==> config.mk <==
export PLATFORM = sky130hd
export DESIGN_NAME = reg_file_sb
export DESIGN_NICKNAME = d
export VERILOG_FILES = /design/src/rtl/reg_file_sb.sv
export SDC_FILE = /design/constraint.sdc
export NUM_CORES = 2
export LEC_CHECK = 0
export CAP_MARGIN = 20
export CELL_PAD_IN_SITES_DETAIL_PLACEMENT = 2
export CELL_PAD_IN_SITES_GLOBAL_PLACEMENT = 2
export CORE_MARGIN = 2
export CORE_UTILIZATION = 37
export DETAILED_ROUTE_END_ITERATION = 6
export GPL_ROUTABILITY_DRIVEN = 0
export PLACE_DENSITY = 0.75
export SLEW_MARGIN = 5
export SYNTH_ARGS = -nofsm -noshare
export SYNTH_HDL_FRONTEND = slang
export SYNTH_SLANG_ARGS = --single-unit
==> constraint.sdc <==
create_clock -name clk -period 51.4 [get_ports clk]
set_input_delay 15.42 -clock clk [delete_from_list [all_inputs] [get_ports clk]]
set_output_delay 15.42 -clock clk [all_outputs]
set_load 0.05 [all_outputs]
==> src/rtl/reg_file_sb.sv <==
// rtl/reg_file_sb.sv - register file with write-to-read bypass and busy scoreboard
module reg_file_sb #(
    parameter int DATA_W   = 32,
    parameter int ADDR_W   = 5,
    parameter int BYPASS   = 1,
    parameter int ZERO_REG = 1
) (
    input  logic              clk,
    input  logic              rst,
    input  logic              en,
    input  logic              we,
    input  logic [ADDR_W-1:0] req_w,
    input  logic [DATA_W-1:0] data_w,
    input  logic              sb_set,
    input  logic [ADDR_W-1:0] sb_req,
    input  logic [ADDR_W-1:0] req_a,
    input  logic [ADDR_W-1:0] req_b,
    input  logic [ADDR_W-1:0] req_dbg,
    output logic [DATA_W-1:0] data_a,
    output logic [DATA_W-1:0] data_b,
    output logic [DATA_W-1:0] data_dbg,
    output logic              busy_a,
    output logic              busy_b,
    output logic [ADDR_W:0]   busy_cnt
);

    localparam int DEPTH = 2 ** ADDR_W;

    logic [DATA_W-1:0] regs [DEPTH];
    logic [DEPTH-1:0]  busy;
    logic [DEPTH-1:0]  busy_nxt;

    logic wr_ok;
    logic mk_ok;
    logic cnt_inc;
    logic cnt_dec;

    logic [ADDR_W-1:0] rd_req  [3];
    logic [DATA_W-1:0] rd_data [3];
    logic              rd_busy [2];

    // Effective commit/mark qualifiers; register 0 is immune when it is hardwired to zero.
    always_comb begin
        wr_ok = en && we && !((ZERO_REG != 0) && (req_w == '0));
        mk_ok = en && sb_set && !((ZERO_REG != 0) && (sb_req == '0));
    end

    // Next busy vector: commit clears, mark sets; mark applied last so a new producer wins.
    always_comb begin
        busy_nxt = busy;
        if (wr_ok) begin
            busy_nxt[req_w] = 1'b0;
        end
        if (mk_ok) begin
            busy_nxt[sb_req] = 1'b1;
        end
    end

    // Counter deltas track the population count; a same-index commit+mark never counts a clear.
    always_comb begin
        cnt_inc = mk_ok && !busy[sb_req];
        cnt_dec = wr_ok && busy[req_w] && !(mk_ok && (sb_req == req_w));
    end

    // Storage, busy bits and pending counter; async clear, frozen while en is low.
    always_ff @(posedge clk or posedge rst) begin
        if (rst) begin
            for (int i = 0; i < DEPTH; i++) begin
                regs[i] <= '0;
            end
            busy     <= '0;
            busy_cnt <= '0;
        end else if (en) begin
            if (wr_ok) begin
                regs[req_w] <= data_w;
            end
            busy     <= busy_nxt;
            busy_cnt <= busy_cnt + {{ADDR_W{1'b0}}, cnt_inc} - {{ADDR_W{1'b0}}, cnt_dec};
        end
    end

    assign rd_req[0] = req_a;
    assign rd_req[1] = req_b;
    assign rd_req[2] = req_dbg;

    // Read ports: array value, then zero-register override, then same-cycle commit forwarding.
    always_comb begin
        for (int i = 0; i < 3; i++) begin
            rd_data[i] = regs[rd_req[i]];
            if ((ZERO_REG != 0) && (rd_req[i] == '0)) begin
                rd_data[i] = '0;
            end
            if ((BYPASS != 0) && wr_ok && (req_w == rd_req[i])) begin
                rd_data[i] = data_w;
            end
        end
        for (int i = 0; i < 2; i++) begin
            rd_busy[i] = busy[rd_req[i]];
            if ((BYPASS != 0) && wr_ok && (req_w == rd_req[i])) begin
                rd_busy[i] = 1'b0;
            end
        end
    end

    assign data_a   = rd_data[0];
    assign data_b   = rd_data[1];
    assign data_dbg = rd_data[2];
    assign busy_a   = rd_busy[0];
    assign busy_b   = rd_busy[1];

endmodule

# Yosys cells after proc, flatten, opt, wreduce, memory -nomap -nowiden
# Index checks and enable logic that the tools add are counted.
# Widths: inputs -> output; s select.
word_totals:
  register_bits: 1062
  latch_bits: 0
  mem_bits_rw: 0
  rom_bits: 0
  inputBits: 62
  n_memories: 0
classes:
  add_sub_neg: 2
  multipliers: 0
  div: 0
  magnitude_cmp: 11
  n_eq_ne: 4
  shifts: 0
  mux: 34
  n_bitwise: 7
  reduce_logical: 24
ops:
  columns: ["cell", "count"]
  rows:
  - ["$bwmux 1024", 1]
  - ["$bmux 32 s5", 3]
  - ["$mux 32", 15]
  - ["$demux 32 s5", 1]
  - ["$and 32x32->32", 1]
  - ["$not 32->32", 1]
  - ["$or 32x32->32", 1]
  - ["$logic_not 5->1", 5]
  - ["$ge 6x6->1 const B", 4]
  - ["$lt 5x6->1 const B", 4]
  - ["$not 5->6", 4]
  - ["$bmux 1 s5", 4]
  - ["$eq 5x5->1", 4]
  - ["$logic_and 1x1->1", 14]
  - ["$demux 1 s5", 2]
  - ["$ge 5x1->1 const B", 2]
  - ["$mux 1", 8]
  - ["$add 6x1->6", 1]
  - ["$lt 6x1->1 const B", 1]
  - ["$sub 6x1->6", 1]
  - ["$logic_not 1->1", 4]
  - ["$reduce_and 2->1", 1]

# Longest topological paths before layout
logic_depth:
  depth_word: 9
  mapped_depth: 15

# Worst setup path before layout
# No wires, ideal clock.
synth_timing:
  path_kind: "input to output"
  start: "input req_b[0]"
  end: "output data_b[31]"
  t_arrival_ps: 17837
  t_required_ps: 35980
  path_slack_ps: 18143
  cell_stages: 9
  n_path_buf: 4
  cell_sequence: "buf_2 buf_4 buf_6 buf_6 and2_1 a221oi_1 o21ai_1 o211a_1 o32ai_1"
synth_via:
  elab_chain_len: 6
synth_rtl:
  columns: ["item", "line_no", "rtl"]
  rows:
  - ["start, declared", "17", "input logic [ADDR_W-1:0] req_b,"]
  - ["$not 5->6 (implied by the code)", "89", "rd_data[i] = regs[rd_req[i]];"]
  - ["$bmux 32 s5", "89", null]
  - ["$mux 32 (implied by the code) (2 in series)", "89", null]
  - ["$mux 32", "90", "if ((ZERO_REG != 0) && (rd_req[i] == '0)) begin"]
  - ["$mux 32 *", "93", "if ((BYPASS != 0) && wr_ok && (req_w == rd_req[i])) begin"]
  - ["end, declared", "20", "output logic [DATA_W-1:0] data_b,"]
# Every way passes the cells marked *; elsewhere a longest branch is shown, timed or not. The select of a mux whose other input is x is not followed.

# Final worst setup path
layout_timing:
  start: "input req_w[0]"
  end: "output data_b[0]"
layout_via:
  elab_chain_len: 5
layout_rtl:
  columns: ["item", "line_no", "rtl"]
  rows:
  - ["start, declared", "12", "input logic [ADDR_W-1:0] req_w,"]
  - ["$logic_not 5->1", "44", "wr_ok = en && we && !((ZERO_REG != 0) && (req_w == '0));"]
  - ["$logic_not 1->1", "44", null]
  - ["$logic_and 1x1->1", "44", null]
  - ["$logic_and 1x1->1 *", "93", null]
  - ["$mux 32 *", "93", null]
# Every way passes the cells marked *; elsewhere a longest branch is shown, timed or not.

==> flow_summary.ini <==
[worst_hold_path]
worstHoldPathCells = 0
hp-class = reg -> reg

[clock_network]
clk_pin_slew_ns = 0.06
insertion_delay_ns = 0.78
ctsHoldBuffers = 0
cts_root_buffer = clkbuf_16
cts_buffers = 118
h-tree-depth = 3
cts-resized-gates = 0
cts_setup_buffers = 0
cts.sinks = 1062
cts_tree = built
clock_path_buffers = 3

[die]
initial_core_util_pct = 37.3
die_w_um = 428
num_rows = 155
core-area_sq_um = 178000
dieArea_sq_um = 183000
ioPinCount = 166
die_h_um = 428

[synthesis]
synth.most_common_cell = dfrtp_1
ys_seq_elements = 1062
syn_area_sq_um = 66500
synth_edf_count = 0
synthesis.nets = 4609
synthesis.instances = 4540
ys_seq_area_share_pct = 40.0
synth.avg_cell_area_sq_um = 14.6
synth.top_cell.area_share_pct = 40.0
synth.largest_area_cell = dfrtp_1
yosys_warnings = 0
synthArstFlopShare_pct = 100
ys_types = 67
synth.top_cells.by_count = dfrtp_1 (1,062), mux4_2 (777), mux2_2 (626)
synth_ff_type = dfrtp_1
synthTopCellsByArea = dfrtp_1 (40%), mux4_2 (26%), mux2_2 (11%), mux2_1 (7.4%), mux2i_1 (3.7%)

[timing]
finalHoldViolations = 0
setup_tns_ns = 0
worst-slew-pin-transition_ns = 1.22
slew_viol_final = 0
relSlewSlack_pct = 18.8
finalCriticalPeriod_ns = 36.08
setup_viol = 0
rsz0062_at_grt = false
final_min_period_over_clock_period_pct = 70.2
hold_ws_ns = 0.415
fmax_ghz = 0.0277
skew_ns = 0.00883

[setup_path]
cp-end-kind = output port
cp-start-kind = input pin
critPathArrivalTime_ns = 20.66
required_ns = 35.98
ff2ff_path_depth = 12
critPathMaxFanout = 34
worstSetupPathType = in -> out

[power]
switching_share_pct = 31.1
p_per_area_nw_per_um2 = 35.0
p_int_mw = 1.79
clkPwrFrac_pct = 35.7
switchingPower_mw = 0.807
p_leak_nw = 31.7
p_seq_share_pct = 41.3
p_comb_share_pct = 23.0
ir_drop_mv = 0.0314

[route]
via_per_inst = 6.88
routed_wirelength_um = 269000
drc = 0
final_antenna_net_count = 0
firstDrtPassIters = 5
num_vias = 47400
wl_per_cell_um = 39.0
drt_iter0_markers = 4887

[finish]
drive_gt1_share_pct = 40.2
area_growth_pct = 11.5
fill_cells = 17000
fin_nets = 4494

[global_route]
grt_pass1_vias = 51700
grtUsageTotal_pct = 29.2
antenna_found_initial = 12
grt_max_degree = 167
overflow = 0
grt_pass1_wl_um = 390000

[job]
cap_viol_max_count = 0

[outcome]
status = finished, final reports clean

[place]
portBuffers = 165
dp_hpwl_um = 155000
## critical path, cell delays in order
cell and delay (ns):
clkdlybuf4s50_1 0.40, buf_4 0.24, nor3_2 0.57, nand2_1 0.26, nand4_1 0.16, buf_4 0.76, o21ai_4 0.32, buf_4 0.37
o32ai_1 1.08, clkdlybuf4s50_1 0.98
## per-stage QoR
| step | cells | power, mW | area [sq um] | utilization, % | setup slack (ns) |
|---|---|---|---|---|---|
| after CTS | 6872 | 2.60 | 74000 | 41.5 | 15.33 |
| after floorplan | 4540 | 1.48 | 66500 | - | 6.09 |
| after global placement | 6651 | 1.63 | 69800 | 39.1 | 15.35 |
| after detailed placement | 6654 | 1.66 | 69900 | 39.2 | 15.35 |
| final | 6884 | 2.59 | 74100 | 41.6 | 15.32 |
| after global routing | 6880 | 2.68 | 74100 | 41.6 | 15.19 |
## flip-flops by register name, indices dropped and copies added, names as in the netlist
name / cells
busy_cnt: 6
busy: 32
regs: 1024
## routing by layer
metal / share of wire (%) / global-route usage, %
met5: 0.013 / 0
met2: 48 / 47.3
met4: 6.1 / 17.2
met3: 7.5 / 5.49
met1: 38 / 36.5
## path summary, 6_finish.rpt
path | to | slack (ns) | startpoint
min in group asynchronous | regs[613] | 15.19 | rst
max in group asynchronous | regs[179] | 33.08 | rst
setup reg to reg | busy_cnt[5] | 47.79 | busy[29]
setup / recovery | data_b[0] | 15.32 | req_w[0]
hold / removal | regs[1004] | 0.42 | regs[1004]
hold reg to reg | regs[1004] | 0.42 | regs[1004]
## power by group through the flow
stage / logic [mW] / registers (mW) / clock network [mW]
2_1_floorplan: 0.435 / 1.04 / 0
3_3_place_gp: 0.569 / 1.06 / 0
3_5_place_dp: 0.587 / 1.08 / 0
4_1_cts: 0.595 / 1.06 / 0.937
5_1_grt: 0.630 / 1.08 / 0.970
6_report: 0.597 / 1.07 / 0.926
## cell type report
class,instances,area [sq um],share of cell area (%)
well taps,2355,2950,3.97
repair buffers,304,2910,3.92
diodes,6,15.0,0.0202
multi-input cells,2916,37500,50.5
flip-flops and latches,1062,26600,35.8
clock buffers,161,3340,4.51
clock inverters,57,812,1.10
inverters,23,93.8,0.127
## cell families after synthesis
family	Yosys count	share of synthesized area [%]
compound gates	452	5.06
xor+xnor	24	0.316
fa+ha+maj	7	0.143
buf+inv	562	4.17
flops	1062	40.0
mux	2085	48.0
simple gates	348	2.32
## placed cells by master (no fill, tap or decap), types with 25 or more instances in the layout
cell,synthesis,layout
a22oi_1,25,25
a221oi_1,47,47
nor2_1,98,87
a21oi_1,48,48
clkbuf_16,0,118
mux2_2,626,626
o221ai_1,58,58
clkdlybuf4s50_1,0,150
clkinv_2,0,28
a31o_1,27,27
mux2i_1,244,244
mux2_1,438,438
o22ai_1,27,27
mux4_2,777,777
o32ai_1,63,63
buf_4,70,130
nand2_1,153,139
o21ai_0,76,76
dfrtp_1,1062,1062
(Power assumes the default switching activity.)
